$ cat src/rtl/clb_pkg.sv
// Shared definitions for the CLB cluster: default geometry, BLE config width, FSM states.
// Latency: none (types, constants and a constant function only).
// Backpressure: none.
package clb_pkg;

   localparam int K_DEF = 4;
   localparam int N_DEF = 2;

   // Configuration state of the cluster
   typedef enum logic [1:0] {
      ST_IDLE = 2'd0,
      ST_LOAD = 2'd1,
      ST_DONE = 2'd2
   } cfg_state_t;

   // Bits per BLE: out_sel, ce_use, then a 2^K-entry truth table
   function automatic int ble_cfg_w(input int k);
      return (1 << k) + 2;
   endfunction

endpackage

$ cat src/rtl/clb_ble.sv
// Basic logic element: K-input LUT, clock-enabled FF, output select and config gate.
// Latency: LUT path combinational; registered path one cycle.
// Backpressure: none; FF update qualified by configuration state and user clock enable.
module clb_ble
   import clb_pkg::*;
#(
   parameter int K = K_DEF,
   parameter int W = ble_cfg_w(K)
)(
   input  logic         i_clk,
   input  logic         i_rst_n,
   input  logic [W-1:0] i_cfg,
   input  logic [K-1:0] i_sel,
   input  logic         i_load,
   input  logic         i_done,
   input  logic         i_ce,
   output logic         o_out
);

   logic [(1<<K)-1:0] w_table;
   logic              w_lut;
   logic              w_out_sel;
   logic              w_ce_use;
   logic              w_ff_en;
   logic              r_ff;

   assign w_out_sel = i_cfg[0];
   assign w_ce_use  = i_cfg[1];
   assign w_table   = i_cfg[2 +: (1<<K)];
   assign w_lut     = w_table[i_sel];
   // FF only captures once configured; ce_use decides whether the user enable matters
   assign w_ff_en   = i_done & (~w_ce_use | i_ce);

   // Output register: cleared while a load is in progress so stale state never leaks
   always_ff @(posedge i_clk or negedge i_rst_n) begin
      if (!i_rst_n) begin
         r_ff <= 1'b0;
      end else if (i_load) begin
         r_ff <= 1'b0;
      end else if (w_ff_en) begin
         r_ff <= w_lut;
      end
   end

   // Output is held low until the whole cluster is configured
   assign o_out = i_done & (w_out_sel ? r_ff : w_lut);

endmodule

$ cat src/rtl/clb_cluster.sv
// Cluster of N BLEs sharing one serial configuration chain with readback on chain bit 0.
// Latency: config bit shifts in on the accepting edge; done asserts on the edge of the last bit.
// Backpressure: none; prog_valid is sampled only while loading and ignored otherwise.
module clb_cluster
   import clb_pkg::*;
#(
   parameter int K = K_DEF,
   parameter int N = N_DEF
)(
   input  logic           i_clk,
   input  logic           i_rst_n,
   input  logic           i_prog_start,
   input  logic           i_prog_valid,
   input  logic           i_prog_in,
   output logic           o_prog_out,
   output logic           o_cfg_busy,
   output logic           o_cfg_done,
   input  logic           i_clb_ce,
   input  logic [N*K-1:0] i_clb_in,
   output logic [N-1:0]   o_clb_out
);

   localparam int W        = ble_cfg_w(K);
   localparam int CFG_BITS = N * W;
   localparam int CW       = $clog2(CFG_BITS + 1);
   localparam logic [CW-1:0] LAST_CNT = CW'(CFG_BITS);

   cfg_state_t          r_state;
   cfg_state_t          w_state_nxt;
   logic [CW-1:0]       r_cnt;
   logic [CW-1:0]       w_cnt_nxt;
   logic [CFG_BITS-1:0] r_chain;
   logic                w_shift;
   logic                w_load;
   logic                w_done;

   // FSM state and bit counter register
   always_ff @(posedge i_clk or negedge i_rst_n) begin
      if (!i_rst_n) begin
         r_state <= ST_IDLE;
         r_cnt   <= '0;
      end else begin
         r_state <= w_state_nxt;
         r_cnt   <= w_cnt_nxt;
      end
   end

   // Next state: start restarts the load from any state and may carry bit 1 itself
   always_comb begin
      w_state_nxt = r_state;
      w_cnt_nxt   = r_cnt;
      w_shift     = 1'b0;
      if (i_prog_start) begin
         w_state_nxt = ST_LOAD;
         w_shift     = i_prog_valid;
         w_cnt_nxt   = i_prog_valid ? CW'(1) : '0;
      end else if ((r_state == ST_LOAD) && i_prog_valid) begin
         w_shift   = 1'b1;
         w_cnt_nxt = r_cnt + CW'(1);
      end
      if (w_shift && (w_cnt_nxt == LAST_CNT)) begin
         w_state_nxt = ST_DONE;
      end
   end

   // Configuration chain: shifts toward bit 0, so the first bit loaded lands at bit 0
   always_ff @(posedge i_clk or negedge i_rst_n) begin
      if (!i_rst_n) begin
         r_chain <= '0;
      end else if (w_shift) begin
         r_chain <= {i_prog_in, r_chain[CFG_BITS-1:1]};
      end
   end

   assign w_load     = (r_state == ST_LOAD);
   assign w_done     = (r_state == ST_DONE);
   assign o_cfg_busy = w_load;
   assign o_cfg_done = w_done;
   assign o_prog_out = r_chain[0];

   genvar g;
   generate
      for (g = 0; g < N; g++) begin : g_ble
         clb_ble #(
            .K (K),
            .W (W)
         ) u_ble (
            .i_clk   (i_clk),
            .i_rst_n (i_rst_n),
            .i_cfg   (r_chain[g*W +: W]),
            .i_sel   (i_clb_in[g*K +: K]),
            .i_load  (w_load),
            .i_done  (w_done),
            .i_ce    (i_clb_ce),
            .o_out   (o_clb_out[g])
         );
      end
   endgenerate

endmodule

$ cat config.mk
export PLATFORM = sky130hd
export DESIGN_NAME = clb_cluster
export DESIGN_NICKNAME = d
export VERILOG_FILES = /design/src/rtl/clb_pkg.sv /design/src/rtl/clb_ble.sv /design/src/rtl/clb_cluster.sv
export SDC_FILE = /design/constraint.sdc
export NUM_CORES = 1
export LEC_CHECK = 0
export CAP_MARGIN = 30
export CORE_MARGIN = 2
export CORE_UTILIZATION = 25
export CTS_BUF_LIST = sky130_fd_sc_hd__clkbuf_2
export DETAILED_ROUTE_END_ITERATION = 10
export PLACE_DENSITY = 0.4
export REMOVE_ABC_BUFFERS = 1
export SLEW_MARGIN = 20
export SYNTH_ARGS = -nofsm -noshare
export SYNTH_HDL_FRONTEND = slang
export SYNTH_SLANG_ARGS = --single-unit
export TNS_END_PERCENT = 50
$ cat constraint.sdc
create_clock -name i_clk -period 1.7 [get_ports i_clk]
set_input_delay 0.255 -clock i_clk [delete_from_list [all_inputs] [get_ports i_clk]]
set_output_delay 0.255 -clock i_clk [all_outputs]
set_load 0.01 [all_outputs]
Word level (Yosys, flattened, before mapping) --
Index checks and enable logic that the tools add are counted.
Cells by class: reductions and logical operators 5, muxes and demuxes 17, bitwise logic cells 8, $lt $le $gt $ge 2, $add $sub $neg 1, equal/unequal tests 3
Operator list (number):
- $mux 6 | 2
- $mux 1 | 11
- $lt 4x5->1 const B | 2
- $bmux 1 s4 | 2
- $add 6x1->6 const B | 1
- $eq 6x6->1 const B | 1
- $reduce_bool 2->1 | 3
- $and 1x1->1 | 4
- $mux 2 | 2
- $eq 2x1->1 const B | 1
- $eq 2x2->1 const B | 1
- $logic_and 1x1->1 | 2
- $not 1->1 | 2
- $or 1x1->1 | 2
Storage, ports and cells: logic and storage cells 41, output and inout port bits 5, register bits 46, input port bits 14

Logic depth before layout (Yosys ltp) --
Gate-level depths: netlist of the first run.
word-level depth 7, mapped depth 7, depth with buffers taken out 5

Hierarchy --
From an unflattened synthesis of the first run, not the netlist that was laid out.
Unflattened totals: cells, all modules 174, area, all modules 2326.0 sq um
By module, submodules not included:
- clb_cluster | instances 1, area an instance 1800.5 sq um, cells each 122, seq. area each 1101.1 sq um
- clb_ble | instances 2, area an instance 262.8 sq um, cells each 26, seq. area each 25.0 sq um

Least setup slack after synthesis of the first run --
No wires, ideal clock.
kind input to output, start in i_clb_in[2], end out o_clb_out[0], path buffers 2, arrival 1.467 ns, stages 6, slack -0.022 ns, data required time 1.445 ns, cells stage by stage buf_2 -> mux4_2 -> and2_1 -> o221ai_1 -> a21boi_1 -> buf_4
Between the ends: cells in the longest elaborated chain, start to end 4
RTL lines:
- from (decl) | line clb_cluster.sv:19 | input logic [N*K-1:0] i_clb_in,
- $bmux 1 s4 | line clb_ble.sv:30 | assign w_lut = w_table[i_sel];
- $mux 1 (not written as such) | line clb_ble.sv:30
- $mux 1 | line clb_ble.sv:46 | assign o_out = i_done & (w_out_sel ? r_ff : w_lut);
- $and 1x1->1 | line clb_ble.sv:46
- to (decl) | line clb_cluster.sv:20 | output logic [N-1:0] o_clb_out
No other way between the ends. The select of a mux whose other input is x is not followed.

Final worst setup path of the first run --
start in i_clb_in[6], end out o_clb_out[1]
The elaborated chain is that of the path after synthesis.

==> flow_summary.yaml, run 1 <==
layout:
  layout-drive-gt1-share_pct: 32.79
  diodes: 0
  layout.cells.non_filler: 355
  fin_nets: 262
  fin_util_pct: 34.80
  syn_to_final_growth_pct: 36.15
place:
  detailed_place_hpwl_microns: 3384
  pre_cts_slack_ns: -0.8499
  numPortBuffers: 18
  place.gp.congestion: 0.7851
  place_inst: 341
sta:
  finalSetupViolations: 2
  setup_slack_ns: -0.4502
  finalMaxSlewViolations: 0
  final.min_clock_period_ns: 2.150
  grt_setup_unrepaired: "true"
  fmax_ghz: 0.4651
  worstMarginPinSlew_ns: 0.3579
  hold_ws_ns: 0.2922
  period_share_pct: 126.5
  skew_ns: 0.01901
  relSlewSlack_pct: 75.94
  hold_viol_final: 0
clock_tree:
  cts_tree: "done"
  cts.htree.levels: 2
  clkTransAtPathRegs_ns: 0.23
  clk_latency_ns: 0.42
  cts_sinks: 46
  cts_root_buf: "clkbuf_2"
  cts_made_buffers: 5
  clock_path_buffers: 2
drt:
  drt_pass1_iterations: 4
  drt_iter0_drc: 59
  wl_per_cell_microns: 13.46
  ant_nets: 0
  drc: 0
  route.final.wire_length_microns: 4778
  vias: 1588
  viasPerCell: 4.473
die:
  placementRows: 34
  start_util_pct: 25.56
  die_w_microns: 98.20
  fp.coreArea_sq_um: 8678
  die_h_microns: 98.20
  die_area_sq_um: 9643
  io-pin-count: 19
worst_setup_path:
  r2r-start: "r_state[1]"
  timing.rr.end: "r_state[1]"
  cp.arrival_ns: 1.90
  path_max_fanout: 4
  r2r_slack_ns: 0.10
  max_stage_delay_ns: 0.58
  critPathKind: "in2out"
  cp-start-kind: "input port"
  crit_path_end_kind: "output pin"
  worstRegToRegCells: 6
  crit_required_ns: 1.44
  cpMaxStageDelayCell: "clkdlybuf4s50_1"
  crit_chain: "clkdlybuf4s50_1 -> mux4_2 -> nor2b_4 -> o221ai_2 -> a21boi_1 -> buf_2"
  startpoint: "i_clb_in[6]"
synth:
  synthTopCellsByArea: "dfrtp_1, mux2_1, mux4_2"
  yosysTopAreaCellShare_pct: 51.89
  synth.distinct_cells: 33
  syn_inst: 181
  ys_seq_area_share_pct: 51.89
  ys_ff_latch: 46
  syn_area_per_cell_sq_um: 12.26
  yosys.area.top_type: "dfrtp_1"
  netlist_area_sq_um: 2218
  synth_warnings: 0
run:
  drv_cap: 0
power_and_ir_drop:
  p_leak_nw: 1.376
  p_per_area_nw_per_um2: 986.1
  peakVddDrop_mv: 0.4185
  p_total_mw: 2.979
grt:
  grt_pass1_wl_microns: 8059
  grt_max_degree: 47
  grt_pass1_vias: 1622
  overflow: 0
  antenna_found_initial: 0
  grt_util_all_layers_pct: 10.57
hold_path:
  hold_class: "in2async"
outcome:
  violations: "negative setup slack"
  status: "complete, but fails checks"
-- layer usage --
layer	vias to the layer above	global-route usage [%]	routed length [microns]
met3	8	2.434	117
li1	786	-	-
met2	21	16.97	2300
met5	-	0	0
met4	0	4.110	79
met1	773	13.91	2280
-- Yosys cell counts (all sizes together) --
library cell	number
dfrtp	46
nand2b	5
inv	8
o31ai	1
nand4	2
or3	2
o221ai	6
o21ai	12
nand4b	1
nor2	4
a21boi	2
nand2	11
o22ai	2
a31oi	1
a32o	1
mux2	33
xor2	2
nor2b	3
ha	1
mux4	4
nor4	1
buf	8
clkbuf	1
nand3	4
xnor2	2
or2	2
and2	3
mux2i	8
a21oi	5
-- layout by cell type, fill, tap and decap left out, drive strengths merged, types with 6 or more instances in the layout --
cell type	Yosys	routed
buf	8	51
dfrtp	46	46
mux2	33	33
clkdlybuf4s50	0	12
o21ai	12	12
nand2	11	11
clkbuf	1	9
mux2i	8	8
inv	8	8
o221ai	6	6
-- report_power, final --
part / internal [mW] / switching [mW] / leakage, nW / total (mW)
logic: 0.626 / 0.328 / 0.762 / 0.954
registers: 1.38 / 0.184 / 0.589 / 1.56
clock network: 0.0993 / 0.364 / 0.0251 / 0.463
total: 2.10 / 0.876 / 1.38 / 2.98
-- per-stage QoR --
stage	setup TNS, ns	cell area, sq um
2_1_floorplan	-42.01	2167
3_3_place_gp	-2.235	2836
3_5_place_dp	-2.239	2836
4_1_cts	-0.9638	2898
5_1_grt	-1.080	3020
6_report	-0.8667	3020
-- worst max-delay path by stage --
stage,endpoint,depth (start not counted)
6_report,o_clb_out[1],6
5_1_grt,o_clb_out[0],5
4_1_cts,o_clb_out[1],5
3_5_place_dp,o_clb_out[1],6
3_3_place_gp,o_clb_out[0],6
2_1_floorplan,r_chain[10],4
-- registers in the layout, indices dropped and copies added (netlist names) --
name and cells:
r_chain 36, g_ble.u_ble.r_ff 2, r_state 2, r_cnt 6
-- timing repair --
item	4_1_cts	5_1_grt
hold endpoints to repair	46	0
pin swaps	3	6
hold buffers	1	0
buffers inserted	1	4
resized for setup	20	10
endpoints found under the setup margin	5	18
gates cloned	0	2
-- kinds of logic (layout without fill, tap and decap cells) --
| logic type | after synthesis | in the layout | synth area share (%) |
|---|---|---|---|
| XOR/XNOR | 4 | 4 | 1.580 |
| buffers and inverters | 17 | 83 | 3.666 |
| flip-flops | 46 | 46 | 51.89 |
| multiplexers | 45 | 45 | 24.42 |
| AND/OR/NAND/NOR | 38 | 38 | 9.193 |
| AO/OA/AOI/OAI | 30 | 30 | 8.686 |
| adder cells (fa/ha/maj) | 1 | 1 | 0.5639 |
-- critical path: cells and delay by family --
kind | cells | cell delay, ns
buf+inv | 2 | 0.72
simple gates | 1 | 0.14
compound gates | 2 | 0.24
mux | 1 | 0.53
-- final cells by class --
| type | count | area, sq um |
|---|---|---|
| fillers | 888 | 5658 |
| flip-flops and latches | 46 | 1151 |
| multi-input cells | 118 | 1054 |
| repair buffers | 68 | 610.6 |
| well taps | 108 | 135.1 |
| inverters | 8 | 32.53 |
| clock buffers | 6 | 30.03 |
| clock inverters | 1 | 7.507 |
No activity file was read; power rests on OpenSTA's default activity.
==> run 2: changes to the inputs <==
--- a/config.mk
+++ b/config.mk
@@ -6,11 +6,10 @@
 export NUM_CORES = 1
 export LEC_CHECK = 0
 export CAP_MARGIN = 30
-export CORE_MARGIN = 2
 export CORE_UTILIZATION = 25
 export CTS_BUF_LIST = sky130_fd_sc_hd__clkbuf_2
 export DETAILED_ROUTE_END_ITERATION = 10
-export PLACE_DENSITY = 0.4
+export PLACE_DENSITY = 0.39
 export REMOVE_ABC_BUFFERS = 1
 export SLEW_MARGIN = 20
 export SYNTH_ARGS = -nofsm -noshare
==> constraint.sdc (replaced) <==
create_clock -name i_clk -period 2 [get_ports i_clk]
set_input_delay 0.3 -clock i_clk [delete_from_list [all_inputs] [get_ports i_clk]]
set_output_delay 0.3 -clock i_clk [all_outputs]
set_load 0.01 [all_outputs]
==> flow_summary.yaml, run 2 (same netlist as run 1, synthesis figures left out) <==
power_and_ir_drop:
  peakVddDrop_mv: 0.3889
  p_leak_nw: 1.242
  p_total_mw: 2.406
  p_per_area_nw_per_um2: 860.5
drt:
  vias: 1485
  wl_per_cell_microns: 13.38
  route.final.wire_length_microns: 4457
  ant_nets: 0
  drt_iter0_drc: 55
  drt_pass1_iterations: 4
  drc: 0
  viasPerCell: 4.459
layout:
  layout.cells.non_filler: 333
  top_regs: "r_chain: 36 flops, r_cnt: 6 flops"
  diodes: 0
  layout-drive-gt1-share_pct: 24.44
  mostFrequentLayoutCell: "dfrtp_1"
  regMostFlops: "r_chain"
  largest_reg_flops: 36
  syn_to_final_growth_pct: 26.06
  fin_util_pct: 32.38
  layout_common_cells: "dfrtp_1, mux2_1, buf_4"
  fin_nets: 239
  design_area_sq_um: 2796
sta:
  setup_slack_ns: -0.1607
  grt_setup_unrepaired: "true"
  hold_viol_final: 0
  hold_ws_ns: 0.4530
  period_share_pct: 108.0
  finalSetupViolations: 2
  finalMaxSlewViolations: 0
  relSlewSlack_pct: 60.39
  worstMarginPinSlew_ns: 0.5941
  fmax_ghz: 0.4628
  tns_ns: -0.3172
  skew_ns: 0.02300
  final.min_clock_period_ns: 2.161
place:
  numPortBuffers: 18
  detailed_place_hpwl_microns: 3294
  pre_cts_slack_ns: -0.6672
  place.gp.congestion: 0.8173
  dpl_cell_area_sq_um: 2701
  place_inst: 323
grt:
  overflow: 0
  antenna_found_initial: 0
  grt_util_all_layers_pct: 11.22
  grt_pass1_vias: 1587
  grt_pass1_wl_microns: 7714
  grt_max_degree: 47
hold_path:
  hold_class: "in2async"
clock_tree:
  clkTransAtPathRegs_ns: 0.24
  clk_latency_ns: 0.42
  clock_path_buffers: 2
  cts_made_buffers: 5
  cts_sinks: 46
  cts_tree: "done"
  cts_root_buf: "clkbuf_2"
  cts.htree.levels: 2
worst_setup_path:
  max_stage_delay_ns: 0.46
  cp_top_family: "multiplexers"
  crit_required_ns: 1.70
  cp.arrival_ns: 1.86
  crit_path_end_kind: "output pin"
  cp-start-kind: "flip-flop"
  path_max_fanout: 3
  cp.buffers_inverters: 1
  critPathKind: "reg2out"
  cpMaxStageDelayCell: "mux4_2"
  crit_chain: "mux4_2 -> and2_4 -> o221ai_2 -> a21boi_2 -> buf_2"
die:
  die_h_microns: 96.20
  start_util_pct: 25.69
  placementRows: 34
  io-pin-count: 19
  fp.coreArea_sq_um: 8636
  die_w_microns: 96.20
  die_area_sq_um: 9254
run:
  drv_cap: 0
outcome:
  status: "complete, but fails checks"
  violations: "negative setup slack"
-- run 2: changes by cell type in the layout (fill, tap and decap cells not counted), moves of 2 or more --
cell	previous run	this run
buf_4	44	24
dlygate4sd2_1	1	4
a21boi_1	2	0
a21boi_2	0	2
clkbuf_16	2	0
o221ai_2	3	1
-- run 2: tightest hold or removal path, cell delays in order --
cell           delay (ns)
dlygate4sd3_1        0.52
buf_2                0.09
buf_4                0.48
-- run 2: where the power goes --
part           switching (mW)  internal, mW
clock network           0.301        0.0860
logic                   0.243         0.426
registers               0.179          1.17
total                   0.723          1.68
-- run 2: what timing repair did --
action,CTS,global route
buffers inserted,1,0
endpoints found under the hold margin,46,0
endpoints found under the setup margin,4,2
pin swaps,5,3
gates cloned,0,0
hold buffers,1,0
gates resized for setup,22,2
-- run 2: area by class of cell --
type / count / area (sq um)
multi-input cells: 118 / 1051
clock inverters: 2 / 8.758
clock buffers: 6 / 30.03
inverters: 8 / 30.03
well taps: 108 / 135.1
fillers: 872 / 5839
repair buffers: 45 / 390.4
flip-flops and latches: 46 / 1151
-- run 2: layer usage --
metal | share of wire (%) | vias to the layer above | global-route usage [%]
met2 | 48 | 15 | 18.26
met4 | 1.5 | 0 | 4.104
met1 | 48 | 727 | 14.27
met3 | 2.9 | 6 | 2.923
met5 | 0 | - | 0
li1 | - | 737 | -
-- run 2: path summary, 6_finish.rpt --
check	startpoint	end	slack, ns	depth (start not counted)
worst min-delay path	i_rst_n	r_chain[0]	0.45	3
min in group i_clk	i_prog_in	r_chain[35]	0.45	2
worst max-delay path	r_chain[23]	o_clb_out[1]	-0.16	5
max in group asynchronous	i_rst_n	r_chain[11]	1.12	3
worst max register to register	r_state[0]	r_chain[27]	0.15	5
worst min register to register	r_chain[1]	r_chain[1]	0.53	1
==> run 3: changes to the inputs <==
--- a/config.mk
+++ b/config.mk
@@ -11,6 +11,7 @@
 export DETAILED_ROUTE_END_ITERATION = 10
 export PLACE_DENSITY = 0.39
 export REMOVE_ABC_BUFFERS = 1
+export SETUP_SLACK_MARGIN = 0.5
 export SLEW_MARGIN = 20
 export SYNTH_ARGS = -nofsm -noshare
 export SYNTH_HDL_FRONTEND = slang
==> flow_summary.yaml, run 3 (same netlist as run 1, synthesis figures left out) <==
layout:
  syn_to_final_growth_pct: 44.90
  top_regs: "r_chain: 36 flops, r_cnt: 6 flops"
  regMostFlops: "r_chain"
  fin_nets: 257
  layout-drive-gt1-share_pct: 47.74
  layout_common_cells: "dfrtp_1, mux2_4, buf_4"
  mostFrequentLayoutCell: "dfrtp_1"
  diodes: 0
  largest_reg_flops: 36
  fin_util_pct: 37.22
worst_setup_path:
  path_max_fanout: 2
  crit_chain: "mux4_2 -> nor2b_4 -> o221ai_4 -> a21boi_2 -> buf_2"
  max_stage_delay_ns: 0.46
  cpMaxStageDelayCell: "mux4_2"
  timing.rr.end: "r_chain[29]"
  cp.arrival_ns: 1.86
  crit_required_ns: 1.70
  worstRegToRegCells: 9
  crit_path_end_kind: "output pin"
  startpoint: "r_chain[10]"
  cp-start-kind: "flip-flop"
  critPathKind: "reg2out"
  r2r-start: "r_state[0]"
  r2r_slack_ns: 0.20
  cp-endpoint: "o_clb_out[0]"
sta:
  worstMarginPinSlew_ns: 0.5967
  final.min_clock_period_ns: 2.162
  fmax_ghz: 0.4626
  skew_ns: 0.02158
  grt_setup_unrepaired: "true"
  finalMaxSlewViolations: 0
  setup_slack_ns: -0.1616
  hold_viol_final: 0
  period_share_pct: 108.1
  relSlewSlack_pct: 60.22
  finalSetupViolations: 2
drt:
  wl_per_cell_microns: 14.33
  drt_iter0_drc: 59
  drc: 0
  drt_pass1_iterations: 4
  route.final.wire_length_microns: 5031
  ant_nets: 0
  vias: 1589
  viasPerCell: 4.527
power_and_ir_drop:
  internal_power_mw: 1.907
  peakVddDrop_mv: 0.4579
  comb_power_share_pct: 34.9
  clkPwrFrac_pct: 14.3
  p_per_area_nw_per_um2: 841.1
  power_switching_mw: 0.7968
  p_sw_share_pct: 29.47
  pwr-share-seq_pct: 50.8
  p_leak_nw: 1.483
  p_total_mw: 2.704
place:
  place.gp.congestion: 0.8173
  detailed_place_hpwl_microns: 3294
  numPortBuffers: 18
grt:
  grt_max_degree: 47
  met1_usage_pct: 16.14
  grt_pass1_vias: 1727
  grt.met2_usage_pct: 20.33
  use_met3_pct: 2.923
  antenna_found_initial: 0
  grt_pass1_wl_microns: 8583
  grt_util_all_layers_pct: 12.45
  overflow: 0
  busiest_layer: "met2"
die:
  die_area_sq_um: 9254
  die_h_microns: 96.20
  fp.coreArea_sq_um: 8636
  start_util_pct: 25.69
  io-pin-count: 19
  placementRows: 34
  die_w_microns: 96.20
clock_tree:
  cts_tree: "done"
  cts_root_buf: "clkbuf_2"
  clk_latency_ns: 0.42
  cts_made_buffers: 5
  cts.htree.levels: 2
  clock_path_buffers: 2
  cts_sinks: 46
  clkTransAtPathRegs_ns: 0.24
hold_path:
  hold_class: "in2async"
outcome:
  violations: "negative setup slack"
  status: "complete, but fails checks"
run:
  drv_cap: 0
## run 3: cell count changes in the layout (fill, tap and decap cells not counted), moves of 2 or more
cell           delta
mux2_4           +31
nand2_2           +2
dfrtp_1           -2
buf_4             +4
buf_6            +12
nand2_1           -3
mux2_1           -31
dfrtp_2           +2
buf_12            +3
dlygate4sd2_1     -2
## run 3: layout make-up
| cell class | count | area [sq um] |
|---|---|---|
| multi-input cells | 118 | 1234 |
| repair buffers | 63 | 620.6 |
| well taps | 108 | 135.1 |
| inverters | 8 | 32.53 |
| clock buffers | 6 | 30.03 |
| flip-flops and latches | 46 | 1154 |
| fillers | 848 | 5421 |
| clock inverters | 2 | 8.758 |
## run 3: power groups by stage
stage	Clock, mW	Sequential, mW	Combinational (mW)
CTS	0.412	1.38	0.915
floorplan	0	1.30	0.342
finish	0.388	1.37	0.944
detailed placement	0	1.38	0.635
global route	0.449	1.41	1.03
global placement	0	1.38	0.615
## run 3: per-layer routing
layer	up-vias	share of wire [%]
li1	767	-
met3	7	2.6
met5	-	0
met4	0	1.4
met1	800	47
met2	15	49
## run 3: how the worst min path moves through the flow
stage	endpoint	start
floorplan	g_ble[0].u_ble.r_ff	i_rst_n
global placement	r_cnt[3]	i_rst_n
detailed placement	r_cnt[3]	i_rst_n
CTS	r_chain[35]	i_prog_in
global route	r_chain[35]	i_prog_in
finish	r_chain[0]	i_rst_n
## run 3: repair_timing
action | in CTS | in global routing
pin swaps | 12 | 8
buffers inserted | 17 | 1
cloned | 1 | 0
gates resized for setup | 86 | 12
hold buffers | 1 | 0
setup endpoints to repair | 42 | 43
hold endpoints to repair | 46 | 0
## run 3: metrics by stage
step | TNS [ns] | instances | hold slack, ns | instance area, sq um | setup WS, ns
after floorplan | -31.21 | 172 | 0.004409 | 2167 | -0.8829
after global placement | -1.274 | 323 | 0.4273 | 2701 | -0.6546
after detailed placement | -1.321 | 323 | 0.4390 | 2701 | -0.6672
after CTS | -0.4756 | 350 | 0.4511 | 3151 | -0.2417
after global routing | -0.5888 | 351 | 0.4347 | 3214 | -0.3012
final | -0.3219 | 351 | 0.4507 | 3214 | -0.1616
## run 3: worst max-delay path, delay by kind of cell, from the launching register on
kind / cells / cell delay [ns]
compound gates: 2 / 0.24
buf+inv: 1 / 0.14
flops: 1 / 0.45
mux: 1 / 0.46
simple gates: 1 / 0.15
